**config.mk**
```make
export PLATFORM = sky130hd
export DESIGN_NAME = victim_cache_fa
export DESIGN_NICKNAME = d
export VERILOG_FILES = /design/src/rtl/victim_cache_fa.sv
export SDC_FILE = /design/constraint.sdc
export NUM_CORES = 2
export LEC_CHECK = 0
export CAP_MARGIN = 0
export CORE_ASPECT_RATIO = 0.8
export CORE_MARGIN = 1
export CORE_UTILIZATION = 35
export DETAILED_ROUTE_END_ITERATION = 7
export PLACE_DENSITY_LB_ADDON = 0.08
export SETUP_SLACK_MARGIN = 0.02
export SLEW_MARGIN = 40
export SYNTH_ARGS = -nofsm -noshare
export SYNTH_HDL_FRONTEND = slang
export SYNTH_SLANG_ARGS = --single-unit
```
**constraint.sdc**
```tcl
create_clock -name clk -period 29.3 [get_ports clk]
set_input_delay 8.79 -clock clk [delete_from_list [all_inputs] [get_ports clk]]
set_output_delay 8.79 -clock clk [all_outputs]
set_load 0.02 [all_outputs]
```
**src/rtl/victim_cache_fa.sv**
```systemverilog
// Fully-associative exclusive victim cache sitting between a direct-mapped L1 and memory.
// L1 evictions are inserted here; L1 misses probe here; dirty victims leave via a one-deep writeback buffer.
module victim_cache_fa #(
  parameter int ADDR_WIDTH     = 32,
  parameter int DATA_WIDTH     = 32,
  parameter int WORDS_PER_LINE = 4,
  parameter int NUM_ENTRIES    = 8,
  localparam int LINE_W        = DATA_WIDTH * WORDS_PER_LINE
) (
  input  logic                  clk,
  input  logic                  rst_n,
  input  logic                  lookup_valid,
  input  logic [ADDR_WIDTH-1:0] lookup_addr,
  output logic                  lookup_hit,
  output logic                  lookup_dirty,
  output logic [LINE_W-1:0]     lookup_data,
  input  logic                  ins_valid,
  output logic                  ins_ready,
  input  logic [ADDR_WIDTH-1:0] ins_addr,
  input  logic [LINE_W-1:0]     ins_data,
  input  logic                  ins_dirty,
  output logic                  wb_valid,
  input  logic                  wb_ready,
  output logic [ADDR_WIDTH-1:0] wb_addr,
  output logic [LINE_W-1:0]     wb_data,
  input  logic                  flush_req,
  output logic                  flush_done
);

  localparam int OFFSET = $clog2(WORDS_PER_LINE * DATA_WIDTH / 8);
  localparam int TAG_W  = ADDR_WIDTH - OFFSET;
  localparam int AGE_W  = $clog2(NUM_ENTRIES);
  localparam logic [AGE_W-1:0] AGE_MAX = AGE_W'(NUM_ENTRIES - 1);

  typedef enum logic [1:0] {IDLE, WB_WAIT, FLUSH_SCAN, FLUSH_WB} state_t;

  state_t                 state;
  logic [NUM_ENTRIES-1:0] valid;
  logic [NUM_ENTRIES-1:0] dirty;
  logic [TAG_W-1:0]       tag   [NUM_ENTRIES];
  logic [LINE_W-1:0]      line  [NUM_ENTRIES];
  logic [AGE_W-1:0]       age   [NUM_ENTRIES];
  logic [AGE_W-1:0]       scan_idx;
  logic [TAG_W-1:0]       wb_tag;

  logic [TAG_W-1:0] lk_tag, in_tag;
  logic             lk_hit, buf_hit, ins_present, inv_any, evict, ins_fire, scan_keep;
  logic [AGE_W-1:0] lk_idx, ins_idx, inv_idx, lru_idx, target, best_age;
  logic             unused_low_bits;

  assign lk_tag          = lookup_addr[ADDR_WIDTH-1:OFFSET];
  assign in_tag          = ins_addr[ADDR_WIDTH-1:OFFSET];
  assign unused_low_bits = ^{lookup_addr[OFFSET-1:0], ins_addr[OFFSET-1:0]};
  assign wb_addr         = ADDR_WIDTH'(wb_tag) << OFFSET;
  assign ins_ready       = rst_n && (state == IDLE) && !flush_req;
  assign ins_fire        = ins_valid && ins_ready;

  // Tag matching and victim choice; reverse scans make the lowest matching index win.
  always_comb begin
    lk_hit      = 1'b0;
    lk_idx      = '0;
    ins_present = 1'b0;
    ins_idx     = '0;
    inv_any     = 1'b0;
    inv_idx     = '0;
    for (int i = NUM_ENTRIES - 1; i >= 0; i--) begin
      if (valid[i] && tag[i] == lk_tag) begin
        lk_hit = lookup_valid;
        lk_idx = AGE_W'(i);
      end
      if (valid[i] && tag[i] == in_tag) begin
        ins_present = 1'b1;
        ins_idx     = AGE_W'(i);
      end
      if (!valid[i]) begin
        inv_any = 1'b1;
        inv_idx = AGE_W'(i);
      end
    end
    lru_idx  = '0;
    best_age = age[0];
    for (int i = 1; i < NUM_ENTRIES; i++) begin
      if (age[i] > best_age) begin
        best_age = age[i];
        lru_idx  = AGE_W'(i);
      end
    end
    buf_hit   = lookup_valid && wb_valid && (wb_tag == lk_tag);
    target    = ins_present ? ins_idx : (lk_hit ? lk_idx : (inv_any ? inv_idx : lru_idx));
    evict     = !ins_present && !lk_hit && !inv_any && dirty[lru_idx];
    scan_keep = valid[scan_idx] && dirty[scan_idx] && !(lk_hit && lk_idx == scan_idx);
  end

  // Insert writes come after the lookup invalidation so a swap leaves the new line valid.
  always_ff @(posedge clk) begin
    if (!rst_n) begin
      state        <= IDLE;
      valid        <= '0;
      dirty        <= '0;
      for (int i = 0; i < NUM_ENTRIES; i++) age[i] <= '0;
      scan_idx     <= '0;
      wb_valid     <= 1'b0;
      lookup_hit   <= 1'b0;
      lookup_dirty <= 1'b0;
      lookup_data  <= '0;
      flush_done   <= 1'b0;
    end else begin
      flush_done   <= 1'b0;
      lookup_hit   <= lk_hit || buf_hit;
      lookup_dirty <= lk_hit && dirty[lk_idx];
      lookup_data  <= lk_hit ? line[lk_idx] : (buf_hit ? wb_data : '0);
      if (lk_hit) valid[lk_idx] <= 1'b0;
      case (state)
        IDLE: begin
          if (ins_fire) begin
            for (int j = 0; j < NUM_ENTRIES; j++) begin
              if (AGE_W'(j) != target && valid[j] && age[j] < age[target])
                age[j] <= (age[j] == AGE_MAX) ? age[j] : age[j] + AGE_W'(1);
            end
            age[target]   <= '0;
            valid[target] <= 1'b1;
            tag[target]   <= in_tag;
            line[target]  <= ins_data;
            dirty[target] <= ins_present ? (dirty[target] | ins_dirty) : ins_dirty;
            if (evict) begin
              wb_tag   <= tag[target];
              wb_data  <= line[target];
              wb_valid <= 1'b1;
              state    <= WB_WAIT;
            end
          end else if (flush_req) begin
            scan_idx <= '0;
            state    <= FLUSH_SCAN;
          end
        end
        WB_WAIT: begin
          if (wb_ready) begin
            wb_valid <= 1'b0;
            state    <= IDLE;
          end
        end
        FLUSH_SCAN: begin
          if (scan_keep) begin
            wb_tag          <= tag[scan_idx];
            wb_data         <= line[scan_idx];
            wb_valid        <= 1'b1;
            dirty[scan_idx] <= 1'b0;
            state           <= FLUSH_WB;
          end else if (scan_idx == AGE_MAX) begin
            flush_done <= 1'b1;
            state      <= IDLE;
          end else begin
            scan_idx <= scan_idx + AGE_W'(1);
          end
        end
        FLUSH_WB: begin
          if (wb_ready) begin
            wb_valid <= 1'b0;
            if (scan_idx == AGE_MAX) begin
              flush_done <= 1'b1;
              state      <= IDLE;
            end else begin
              scan_idx <= scan_idx + AGE_W'(1);
              state    <= FLUSH_SCAN;
            end
          end
        end
        default: state <= IDLE;
      endcase
    end
  end

endmodule

```
==> flow_summary.json <==
{
  "synth.distinct_cells": 72,
  "reg2reg_depth": 44,
  "start_util_pct": 35.4,
  "firstDrtPassIters": 6,
  "antenna_found_initial": 48,
  "slew_headroom_pct": 38.7,
  "syn_inst": 7064,
  "grt_pass1_wl_um": 476000,
  "cp_slowest_cell": "clkdlybuf4s50_1",
  "fill_cells": 22300,
  "cts_tree": "done",
  "r2r-end": "wb_data[126]",
  "stdcell_area_um2": 100000,
  "crit_chain": "clkdlybuf4s50_1 -> nor2b_1 -> and2_1 -> clkdlybuf4s50_1",
  "drive_above_1_share_pct": 10.7,
  "first_iter_violations": 6621,
  "synth_edf_count": 1404,
  "placed_cell_area_um2": 93900,
  "dp.final_hpwl_um": 209000,
  "setup-tns-final_ns": 0,
  "die_h_um": 444,
  "cp-end-kind": "output pin",
  "avgSynthCellArea_um2": 12.1,
  "finalSetupViolations": 0,
  "path_max_fanout": 5,
  "path_clk_slew_ns": 0.06,
  "critPathLaunch": "flush_req",
  "min_period_ns": 19.07,
  "post-route-util_pct": 41.3,
  "min_to": "lookup_data[104]",
  "post-cts-setup-buffers": 0,
  "drt_wl_total_um": 340000,
  "slowest_delay_ns": 0.60,
  "htree_levels": 4,
  "areaGrowthSynthToFinish_pct": 16.8,
  "routedWlPerCell_um": 32.0,
  "grt_max_degree": 194,
  "grt_pass1_vias": 62600,
  "grtUsageTotal_pct": 26.8,
  "finalCritPeriodShare_pct": 65.1,
  "cp-start-kind": "primary input",
  "cts.repair.resized": 0,
  "dieArea_um2": 246000,
  "fin_hold_ws_ns": 0.475,
  "hold_depth": 2,
  "numClockSinks": 1584,
  "hold_start": "wb_data[104]",
  "ys_ff_latch": 1584,
  "clockBufferDepth": 4,
  "cts_hold_buf": 0,
  "cp_common_cell": "clkdlybuf4s50_1",
  "clk_latency_ns": 0.88,
  "placementRows": 161,
  "status": "finished clean",
  "async_flop_share_pct": 0,
  "viasPerCell": 6.05,
  "cap_violations": 0,
  "multi_input_area_um2": 37400,
  "ys_warn_count": 0,
  "p_leak_uw": 0.0303,
  "worstReg2RegStart": "age[1][0]",
  "r2r_slack_ns": 15.45,
  "regArea_um2": 45800,
  "drc": 0,
  "crit_required_ns": 20.51,
  "cts_buffers": 185,
  "path_class": "primary input to output pin",
  "tightest_slew_ns": 0.920,
  "hp-class": "flop to flop",
  "fin_nets": 7526,
  "p_per_area_nw_per_um2": 59.1,
  "clock.fmax_mhz": 52.4,
  "vias": 64300,
  "arrival_ns": 10.28,
  "netlist_area_um2": 85600,
  "slew_violations": 0,
  "layout_commonest_cell": "edfxtp_1",
  "grt-ovfl-total": 0,
  "port_buffers": 479,
  "die_x_um": 555,
  "grt_setup_unrepaired": "false",
  "fin_worst_skew_ns": 0.0708,
  "synth_seq_area_share_pct": 53.5,
  "yosys_most_used_dff": "edfxtp_1",
  "ir_worst_vdd_uv": 40.6,
  "ant_nets": 0,
  "io_pins": 492,
  "clock-root-buffer": "clkbuf_16",
  "final_hold_viol_count": 0,
  "gp_congestion": 0.995,
  "final_cell_mix": "edfxtp_1, nand2_1, a211oi_1",
  "core_um2": 242000
}
-- cell usage after synthesis (all sizes together) (6+ instances only) --
cell type / instances / area, µm²
o21a: 8 / 60.1
a311oi: 157 / 1380
nand3: 38 / 190
mux2i: 538 / 5400
nor3: 11 / 55.1
a211oi: 640 / 4800
o21ai: 92 / 460
mux4: 313 / 7050
and2: 327 / 2050
nor2: 107 / 402
o22a: 6 / 52.6
buf: 166 / 771
edfxtp: 1404 / 42200
a21oi: 452 / 2280
clkbuf: 460 / 1730
xnor2: 266 / 2330
dfxtp: 180 / 3600
ha: 50 / 626
nand4: 81 / 507
xor2: 206 / 1800
a31oi: 160 / 1000
a221oi: 10 / 87.6
nor4: 67 / 432
nor2b: 167 / 1040
inv: 46 / 173
mux2: 6 / 67.6
nand2b: 13 / 81.3
o211ai: 31 / 233
nand2: 821 / 3080
o22ai: 173 / 1080
-- final cells by class --
class	instances	share of cell area [%]
Sequential cell	1584	45.8
Clock buffer	264	5.23
Inverter	46	0.173
Antenna cell	19	0.0476
Clock inverter	67	0.687
Timing Repair Buffer	649	6.66
Multi-Input combinational cell	4811	37.4
Tap cell	3178	3.98
-- state kept, by name (all words and copies together) (netlist names), named ones only --
register / cells
wb_valid: 1
age: 24
line: 1024
wb_tag: 28
state: 2
tag: 224
lookup_dirty: 1
valid: 8
lookup_hit: 1
wb_data: 128
dirty: 8
scan_idx: 3
flush_done: 1
lookup_data: 128
-- metal layers --
metal	track usage (%)	part of all wire (%)	up-vias
li1	-	-	27900
met1	37.6	44	33000
met2	41.8	45	2777
met3	4.53	7.4	563
met4	8.81	3.3	34
met5	0	0.065	-
-- stage by stage --
stage               total power (µW)  setup slack, ns  cells
floorplan                       3290            10.48   7067
global placement                3640            10.20  10200
detailed placement              3650            10.21  10300
CTS                             5960            10.20  10600
global route                    6100            10.12  10600
finish                          5900            10.23  10600
-- where the power goes --
| group | total, µW | switching [µW] | internal, µW |
|---|---|---|---|
| logic | 1020 | 601 | 415 |
| clock network | 2300 | 942 | 1360 |
| registers | 2590 | 49.3 | 2540 |
-- cells by family after synthesis --
family	after synthesis	share of synthesized area, %
XOR/XNOR	472	4.83
flip-flops	1584	53.5
other	1	0.00438
adder cells (fa/ha/maj)	50	0.731
buffers and inverters	672	3.12
multiplexers	857	14.6
AND/OR/NAND/NOR	1652	9.33
AO/OA/AOI/OAI	1776	13.9
-- worst max path at each step --
stage,endpoint,cells after the start,slack (ns)
after floorplan,line[1][0],15,10.48
after global placement,ins_ready,4,10.20
after detailed placement,ins_ready,4,10.21
after CTS,ins_ready,4,10.20
after global routing,ins_ready,4,10.12
final,ins_ready,4,10.23
-- critical path, delay by kind of cell --
kind / cells / cell delay (ns)
buffers and inverters: 2 / 1.00
and+or+nand+nor: 2 / 0.48
No activity file was read; power rests on OpenSTA's default activity.
